==> src/rtl/gcd_cu.sv <==
// Control unit for the subtraction-based GCD datapath: serialises operands onto din,
// steers x/y subtraction until equality, and bounds run time with an iteration watchdog.
module gcd_cu #(
   parameter int WIDTH    = 8,
   parameter int MAX_ITER = 255,
   localparam int CW      = $clog2(MAX_ITER + 1)
) (
   input  logic             clk,
   input  logic             rst_n,
   input  logic             start,
   input  logic [WIDTH-1:0] a,
   input  logic [WIDTH-1:0] b,
   input  logic             x_eq_y,
   input  logic             x_gt_y,
   input  logic [WIDTH-1:0] gcd_rslt,
   output logic [WIDTH-1:0] din,
   output logic             xhold,
   output logic             xload,
   output logic             yhold,
   output logic             yload,
   output logic             busy,
   output logic             done,
   output logic [WIDTH-1:0] result,
   output logic [CW-1:0]    iter_count,
   output logic             error
);

   // state    | meaning
   // S_IDLE   | waiting for start; zero operands finish without touching the datapath
   // S_LOAD_X | drive a_q onto din, write x
   // S_LOAD_Y | drive b_q onto din, write y
   // S_RUN    | one subtraction per cycle until x==y or the watchdog trips
   // S_FINISH | one-cycle done pulse
   typedef enum logic [2:0] {
      S_IDLE,
      S_LOAD_X,
      S_LOAD_Y,
      S_RUN,
      S_FINISH
   } state_t;

   localparam logic [CW-1:0] MAX_C = CW'(MAX_ITER);

   state_t           state_q;
   logic [WIDTH-1:0] a_q;
   logic [WIDTH-1:0] b_q;
   logic [WIDTH-1:0] result_q;
   logic [CW-1:0]    iter_q;
   logic             error_q;
   logic             wd_hit;

   assign wd_hit     = (iter_q == MAX_C);
   assign result     = result_q;
   assign iter_count = iter_q;
   assign error      = error_q;

   always_ff @(posedge clk or negedge rst_n) begin
      if (!rst_n) begin
         state_q  <= S_IDLE;
         a_q      <= '0;
         b_q      <= '0;
         result_q <= '0;
         iter_q   <= '0;
         error_q  <= 1'b0;
      end else begin
         case (state_q)
            S_IDLE: begin
               if (start) begin
                  a_q      <= a;
                  b_q      <= b;
                  iter_q   <= '0;
                  error_q  <= 1'b0;
                  result_q <= '0;
                  // a zero operand never converges by subtraction; gcd(0,v)=v
                  if ((a == '0) || (b == '0)) begin
                     result_q <= a | b;
                     state_q  <= S_FINISH;
                  end else begin
                     state_q  <= S_LOAD_X;
                  end
               end
            end
            S_LOAD_X: state_q <= S_LOAD_Y;
            S_LOAD_Y: state_q <= S_RUN;
            S_RUN: begin
               if (x_eq_y) begin
                  result_q <= gcd_rslt;
                  state_q  <= S_FINISH;
               end else if (wd_hit) begin
                  error_q  <= 1'b1;
                  result_q <= '0;
                  state_q  <= S_FINISH;
               end else begin
                  iter_q   <= iter_q + CW'(1);
               end
            end
            S_FINISH: state_q <= S_IDLE;
            default:  state_q <= S_IDLE;
         endcase
      end
   end

   // Loads in RUN follow the live comparator flags so each edge performs one subtraction.
   always_comb begin
      din   = '0;
      xhold = 1'b1;
      yhold = 1'b1;
      xload = 1'b0;
      yload = 1'b0;
      busy  = (state_q != S_IDLE);
      done  = (state_q == S_FINISH);
      case (state_q)
         S_LOAD_X: begin
            din   = a_q;
            xhold = 1'b0;
         end
         S_LOAD_Y: begin
            din   = b_q;
            yhold = 1'b0;
         end
         S_RUN: begin
            if (!x_eq_y && !wd_hit) begin
               xload = x_gt_y;
               yload = !x_gt_y;
            end
         end
         default: ;
      endcase
   end

endmodule

==> config.mk <==
export PLATFORM = sky130hd
export DESIGN_NAME = gcd_cu
export DESIGN_NICKNAME = d
export VERILOG_FILES = /design/src/rtl/gcd_cu.sv
export SDC_FILE = /design/constraint.sdc
export NUM_CORES = 1
export LEC_CHECK = 0
export ABC_AREA = 1
export CAP_MARGIN = 20
export CORE_ASPECT_RATIO = 1.2
export CORE_MARGIN = 2
export CORE_UTILIZATION = 35
export CTS_BUF_LIST = sky130_fd_sc_hd__clkbuf_8
export DETAILED_ROUTE_END_ITERATION = 10
export GPL_ROUTABILITY_DRIVEN = 0
export RECOVER_POWER = 100
export SLEW_MARGIN = 20
export SYNTH_ARGS = -nofsm -noshare
export SYNTH_HDL_FRONTEND = slang
export SYNTH_SLANG_ARGS = --single-unit
export TNS_END_PERCENT = 50
==> constraint.sdc <==
create_clock -name clk -period 1.75 [get_ports clk]
set_input_delay 0.35 -clock clk [delete_from_list [all_inputs] [get_ports clk]]
set_output_delay 0.35 -clock clk [all_outputs]
set_load 0.03 [all_outputs]
# After elaboration in Yosys (flattened, before gate mapping)
# Index checks and enable logic that the tools add are counted.
[totals]
regBits = 36
out_inout_bits = 31
elab_cells = 58
[op_classes]
add_sub_neg = 1
eq_ne = 10
muxes = 25
bitwise_logic = 1
reduce_logical = 15
[ops]
columns = ["op", "n"]
rows = [
  ["$mux 8", 7],
  ["$pmux 8 s2", 3],
  ["$logic_not 8->1", 2],
  ["$mux 3", 4],
  ["$pmux 3 s4", 1],
  ["$mux 1", 9],
  ["$add 8x1->8 const B", 1],
  ["$eq 8x8->1 const B", 1],
  ["$ne 2x2->1 const B", 4],
  ["$or 8x8->8", 1],
  ["$reduce_and 4->1", 2],
  ["$eq 3x2->1 const B", 2],
  ["$reduce_and 2->1", 2],
  ["$eq 3x1->1 const B", 1],
  ["$eq 3x3->1 const B", 1],
  ["$logic_not 1->1", 3],
  ["$logic_not 3->1", 1],
  ["$ne 3x3->1 const B", 1],
  ["$reduce_and 3->1", 1],
  ["$reduce_bool 3->1", 1],
  ["$pmux 1 s2", 1],
  ["$reduce_bool 2->1", 1],
  ["$logic_and 1x1->1", 1],
  ["$logic_or 1x1->1", 1],
]

# Longest topological paths before layout
# Gate-level depths: netlist of run 1.
[depth]
depth_word = 5
ltp_mapped = 9
depth_no_buf = 9

# Least setup slack after synthesis of run 1
# No wires, ideal clock.
[synth_timing]
path_type = "register to output"
start = "register state_q[2]"
end = "output port din[0]"
arrival_time_ns = 1.676
setup_slack_ns = -0.276
stages_incl_launch_ff = 5
n_path_buf = 1
path_cell_list = "dfrtp_1 > inv_1 > nand3_1 > clkbuf_1 > o21ai_0"
[synth_between]
elab_chain_cells = 2
elab_cells_between_ends = 3
cone_classes = "eq/ne (2); mux (1)"
[synth_rtl]
columns = ["item", "line_no", "source"]
rows = [
  ["start, declared", "44", "state_t state_q;"],
  ["start signal, assigned", "59", "state_q <= S_IDLE;"],
  ["start signal, assigned", "77", "state_q <= S_FINISH;"],
  ["start signal, assigned", "79", "state_q <= S_LOAD_X;"],
  ["$eq 3x2->1 or $eq 3x1->1 (tied branches)", "112", "case (state_q)"],
  ["$pmux 8 s2 (*)", "112", ""],
  ["end, declared", "16", "output logic [WIDTH-1:0] din,"],
]
# Every way passes the cells marked *; elsewhere a longest branch is shown, timed or not.

# Worst setup path in the final report of run 1
[layout_timing]
start = "register iter_q[1] (netlist: iter_count[1])"
end = "output port xload"
[layout_between]
elab_chain_cells = 5
[layout_rtl]
columns = ["item", "line_no", "source"]
rows = [
  ["start, declared", "48", "logic [CW-1:0] iter_q;"],
  ["start signal, assigned", "94", "iter_q <= iter_q + CW'(1);"],
  ["$eq 8x8->1", "52", "assign wd_hit = (iter_q == MAX_C);"],
  ["$logic_not 1->1", "122", "if (!x_eq_y && !wd_hit) begin"],
  ["$logic_and 1x1->1", "122", ""],
  ["$mux 1", "122", ""],
  ["$mux 1", "112", ""],
  ["end, declared", "18", "output logic xload,"],
]
# No other way between the ends.

==> results of run 1 <==
==> through the flow <==
| stage | cell area (sq um) | TNS, ns | std cells | util [%] |
|---|---|---|---|---|
| after floorplan | 2050 | -0.722 | 279 | - |
| after global placement | 2770 | 0 | 409 | 49.2 |
| after detailed placement | 2770 | -0.0134 | 409 | 49.2 |
| after CTS | 3030 | -0.150 | 420 | 53.8 |
| after global routing | 3020 | -1.72 | 421 | 53.6 |
| final | 3020 | -0.0944 | 421 | 53.6 |
==> sequential cells by signal, summed over array words and instances, names as in the netlist <==
signal / cells
a_q: 8
iter_count: 8
b_q: 8
state_q: 3
result: 8
error: 1
==> cell type report <==
class | count | area [sq um] | area share, %
Inverter | 38 | 148 | 4.89
Sequential cell | 36 | 902 | 29.9
Timing Repair Buffer | 78 | 722 | 23.9
Clock buffer | 5 | 68.8 | 2.28
Clock inverter | 3 | 38.8 | 1.28
Tap cell | 64 | 80.1 | 2.65
Multi-Input combinational cell | 197 | 1060 | 35.1
==> kinds of logic (layout without fill, tap and decap cells) <==
group / after synthesis / after routing / share of synthesized area (%)
simple gates: 152 / 152 / 33.8
buf+inv: 46 / 124 / 9.15
compound gates: 44 / 44 / 12.2
flops: 36 / 36 / 44.2
fa+ha+maj: 1 / 1 / 0.614
==> cells in the final DEF, fill, tap and decap left out, types with 3 or more instances in the layout <==
master,Yosys,final
nor2_1,10,7
dfrtp_1,36,35
nand2_2,3,5
clkbuf_8,0,5
dlygate4sd2_1,0,7
o21ai_4,0,4
nand2_1,105,103
nor2_4,0,3
o21ai_2,4,8
inv_1,35,35
nand3_1,20,19
buf_6,1,13
a21oi_1,9,9
clkbuf_1,4,3
clkdlybuf4s50_1,0,36
clkbuf_2,0,4
buf_4,1,12
o21ai_1,3,3
nand3_4,2,4
o21ai_0,26,18
==> Yosys cell counts (3+ instances only) <==
master / count / area, sq um
nand2_1: 105 / 394
o21ai_2: 4 / 35.0
o21ai_1: 3 / 15.0
inv_1: 35 / 131
nand2_2: 3 / 18.8
o21ai_0: 26 / 130
dfrtp_1: 36 / 901
inv_2: 3 / 11.3
clkbuf_1: 4 / 15.0
nor2_1: 10 / 37.5
a21oi_1: 9 / 45.0
nand3_1: 20 / 100
==> how the worst min path moves through the flow <==
stage / start / end / slack (ns)
final: result[1] / result[1] / 0.48
after global routing: result[1] / result[1] / 0.50
after floorplan: rst_n / a_q[0] / 0.05
after detailed placement: result[1] / result[1] / 0.46
after CTS: rst_n / iter_count[2] / 0.43
after global placement: b_q[6] / b_q[6] / 0.47
==> power by group <==
part,switching [uW],total (uW),internal [uW]
clock,319,736,417
sequential,164,1280,1120
combinational,1680,2740,1060
total,2160,4750,2590
==> metal layers <==
layer  vias up  wire length, um  GRT usage [%]
met3         7              191           3.91
met1       906             2250           22.0
met5         -                0              0
met4         0               74           4.96
li1       1029                -              -
met2        38             2800           32.5
==> worst register-to-register path, stage by stage, from the launching register on <==
cell      delay [ns]
dfrtp_1         0.39
buf_6           0.13
buf_4           0.14
nor2_8          0.09
clkbuf_2        0.29
nand3_4         0.17
a21oi_4         0.28
nand2_1         0.08
nand2_1         0.06
==> timing repair <==
| item | 4_1_cts | 5_1_grt |
|---|---|---|
| gates resized for setup | 43 | 9 |
| gates cloned | 1 | 0 |
| setup buffers | 2 | 1 |
| endpoints found under the setup margin | 17 | 13 |
| endpoints found under the hold margin | 0 | 0 |
| pin swaps | 2 | 0 |
==> qor.yml, run 1 <==
outcome: "finished with violations"
violations: "negative setup slack"
ir_drop_mv: 0.753
postRouteWirelength_mm: 5.31
grt_pass1_vias: 1916
start_kind: "flip-flop"
slowest_delay_ns: 0.39
die_y_um: 87.6
hp-class: "flip-flop to flip-flop"
drtPass1Iterations: 4
path_clk_slew_ns: 0.08
maxCapViolCount: 0
path_cells: "ha_2 -> nand2_2 -> nor2_4 -> nand2_2 -> nand3_4 -> nor2_4 -> buf_6"
grt_pass1_wl_mm: 8.98
place_hpwl_mm: 3.86
cp_num_cells: 7
pin_count: 60
r2r-end: "result[4]"
grt_usage_pct: 18.2
n_antenna_cell: 0
finalCritPeriodShare_pct: 103
gr-total-overflow: 0
p_leak_uw: 0.00151
fin_total_pwr_uw: 4750
drc: 0
rsz0062_at_grt: "true"
clock_skew_ns: 0.00736
synthDistinctLibCells: 27
num-fill-cells: 536
place_ws_ns: -0.0134
postSynthCellCount: 279
yosysWarnings: 0
final.min_clock_period_ns: 1.80
slew_headroom_pct: 39.6
ant_nets: 0
synth-seq-area-share_pct: 44.2
setup_viol_count_final: 2
drt_iter0_drc: 91
crit_arrival_ns: 1.45
critPathRequiredTime_ns: 1.40
synthFlopType: "dfrtp_1"
synth_edf_count: 0
port_buffers: 59
drive_gt1_share_pct: 21.3
end_kind: "output pin"
cts_hold_buf: 0
crit_path_start: "iter_count[1]"
critPathTopFamily: "simple AND/OR/NAND/NOR gates"
async_reset_ff_share_pct: 100
cts_tree: "built"
r2r-start: "state_q[2]"
clock_latency_ns: 0.29
synth_seq_cells: 36
syn_area_per_cell_sq_um: 7.30
fmax_mhz: 556
drv_slew: 0
syn_to_final_growth_pct: 48.2
grt_max_degree: 37
cp_max_fo: 3
worstMarginPinSlew_ns: 0.907
final.setup.worst_slack_ns: -0.0486
cp_slowest_cell: "dfrtp_1"
row_count: 30
routedWlPerCell_um: 12.6
cts.sinks: 36
r2r_slack_ns: 0.05
power_density_nw_per_um2: 1570
root_buffer: "clkbuf_8"
synth_nets: 309
ctsLongestPathBuffers: 2
hold_slack_ns: 0.482
hold_violations: 0
reg2reg_depth: 8
antenna_found_initial: 0
nNetsFinal: 386
viasPerCell: 4.70
core_sq_um: 5630
min_path_cells: 2
start_util_pct: 36.2
num_vias: 1980
die_area_sq_um: 6450
crit_buf_inv: 1
critPathKind: "flip-flop to output pin"
cts_buffers: 5
h-tree-depth: 2
die-width_um: 73.6
endpoint: "xload"
syn_area_sq_um: 2040
(Power assumes the default switching activity.)
==> run 2, diff against run 1 <==
Clock period 1.75 ns to 1.9 ns, I/O delays scaled along.
==> run 2 against run 1 <==
Net effect: the flow now finishes without violations; die area is the same; sequential share of layout area grew 1.5 points; clock skew shrank 0.0041 ns; sequential cell count is the same; count of clock-buffer cells in the layout grew 2; sequential power shrank 5%; critical path depth shrank 2; final cell count shrank 1.2%; via count shrank 0.76%; critical endpoint is now din[5].
==> qor.yml, run 2 (synthesized netlist as in run 1, its figures left out) <==
pin_count: 60  # unchanged
grt_pass1_wl_mm: 8.74  # -2.8%
rsz0062_at_grt: "true"
end_kind: "output pin"
holdPathEnd: "b_q[4]"
place_hpwl_mm: 3.84  # -0.46%
slew_headroom_pct: 39.6  # +0.053 points
cts_tree: "built"
grt_use_met2_pct: 30.1  # -2.4 points
clock_latency_ns: 0.28  # about the same
path_cells: "inv_2 -> nand3_2 -> buf_4 -> o21ai_1 -> buf_4"
grt_usage_pct: 17.5  # -0.76 points
dp.cells: 404  # -1.2%
die-width_um: 73.6  # unchanged
r2r-start: "state_q[2]"
cts.sinks: 36  # unchanged
die_y_um: 87.6  # unchanged
crit_arrival_ns: 1.46  # about the same
final_common_cell: "nand2_1"
maxCapViolCount: 0  # unchanged
worstMarginPinSlew_ns: 0.906  # -0.000798 ns
n_antenna_cell: 0  # unchanged
fmax_mhz: 542
clock_skew_ns: 0.00325  # -0.00411 ns
drc: 0  # unchanged
ir_drop_mv: 0.611  # -19%
num-fill-cells: 585  # +9.1%
finalNonFillerCells: 416  # -1.2%
tns_ns: 0  # +0.0944 ns
hold_violations: 0  # unchanged
root_buffer: "clkbuf_8"
viasPerCell: 4.72  # +0.44%
grt_max_degree: 37  # unchanged
hold_slack_ns: 0.487  # +0.00570 ns
fin_total_pwr_uw: 4040  # -15%
met1_usage_pct: 22.1  # +0.10 points
critPathRequiredTime_ns: 1.52  # +0.12 ns
power_density_nw_per_um2: 1400  # -11%
drtPass1Iterations: 4  # unchanged
reg2reg_depth: 5  # -3
drt_iter0_drc: 96  # +5.5%
crit_top_cell: "buf_4"
cp_max_fo: 8  # +5
port_buffers: 59  # unchanged
grt_pass1_vias: 1934  # +0.94%
start_kind: "flip-flop"
r2r-end: "a_q[5]"
postRouteWirelength_mm: 5.11  # -3.7%
use_met3_pct: 3.34  # -0.58 points
slowest_delay_ns: 0.42  # +0.03 ns
cts_buffers: 5  # unchanged
core_sq_um: 5630  # unchanged
ant_nets: 0  # unchanged
grt_busiest_layer: "met2"
die_area_sq_um: 6450  # unchanged
critPathKind: "flip-flop to output pin"
syn_to_final_growth_pct: 41.4
p_leak_uw: 0.00143  # -5.0%
start_util_pct: 36.2  # unchanged
final.min_clock_period_ns: 1.84
r2r_slack_ns: 0.37  # +0.32 ns
num_vias: 1965  # -0.76%
min_path_cells: 2  # unchanged
setup_viol_count_final: 0  # -2
finalCritPeriodShare_pct: 97.1
worstHoldStart: "b_q[4]"
ctsLongestPathBuffers: 2  # unchanged
gr-total-overflow: 0  # unchanged
final.setup.worst_slack_ns: 0.0551  # +0.104 ns
drive_gt1_share_pct: 18.5  # -2.8 points
final_cell_mix: "nand2_1, clkdlybuf4s50_1, inv_1, dfrtp_1, o21ai_0"
drv_slew: 0  # unchanged
antenna_found_initial: 0  # unchanged
nNetsFinal: 382  # -1.0%
h-tree-depth: 2  # unchanged
row_count: 30  # unchanged
routedWlPerCell_um: 12.3  # -2.5%
place_ws_ns: 0.120  # +0.134 ns
path_clk_slew_ns: 0.07  # about the same
outcome: "completed"
cp_slowest_cell: "dfrtp_2"
hp-class: "flip-flop to flip-flop"
[run 2: changes by cell type in the layout (fill, tap and decap cells not counted), sizes merged]
cell           before  now
clkdlybuf4s50      36   44
inv                39   38
clkbuf             13    9
clkinv              1    0
dlygate4sd2         7    3
buf                26   24
bufinv              1    0
[run 2: critical path, delay by kind of cell (launching register included)]
| kind | cells | cell delay [ns] |
|---|---|---|
| buffers and inverters | 3 | 0.48 |
| flip-flops | 1 | 0.42 |
| AO/OA/AOI/OAI | 1 | 0.15 |
| AND/OR/NAND/NOR | 1 | 0.14 |
[run 2: stage by stage]
step | utilization [%] | area, sq um
3_3_place_gp | 48.2 | 2710
3_5_place_dp | 48.2 | 2710
5_1_grt | 51.2 | 2880
2_1_floorplan | - | 2040
4_1_cts | 50.2 | 2830
6_report | 51.2 | 2880
[run 2: layout make-up]
type | count | area (sq um) | share of cell area, %
inverter | 38 | 143 | 4.95
clock buffer | 7 | 96.3 | 3.34
sequential | 36 | 905 | 31.4
timing repair buffer | 74 | 679 | 23.6
multi-input combinational | 197 | 977 | 33.9
tap | 64 | 80.1 | 2.78
[run 2: report_power, final]
group	switching, uW	leakage, uW	internal (uW)
clock	261	0.0000503	323
combinational	1390	0.000911	858
sequential	172	0.000469	1030
total	1830	0.00143	2210
[run 2: what timing repair did]
item | CTS | global route
setup buffers | 2 | 3
setup endpoints to repair | 12 | 10
hold buffers | 0 | 0
resized for setup | 8 | 10
pin swaps | 0 | 5
[run 2: how the worst max path moves through the flow]
stage                  start        end  depth (start not counted)
2_1_floorplan     state_q[2]     din[0]                          4
3_3_place_gp      state_q[0]     din[5]                          5
3_5_place_dp          x_eq_y  result[0]                          7
4_1_cts        iter_count[1]      yload                          7
5_1_grt           state_q[0]     din[4]                          5
6_report          state_q[0]     din[5]                          5
[run 2: layer usage]
layer  vias to the layer above  share of wire (%)
li1                       1020                  -
met1                       896                 45
met2                        42                 50
met3                         7                3.5
met4                         0                1.3
met5                         -                  0
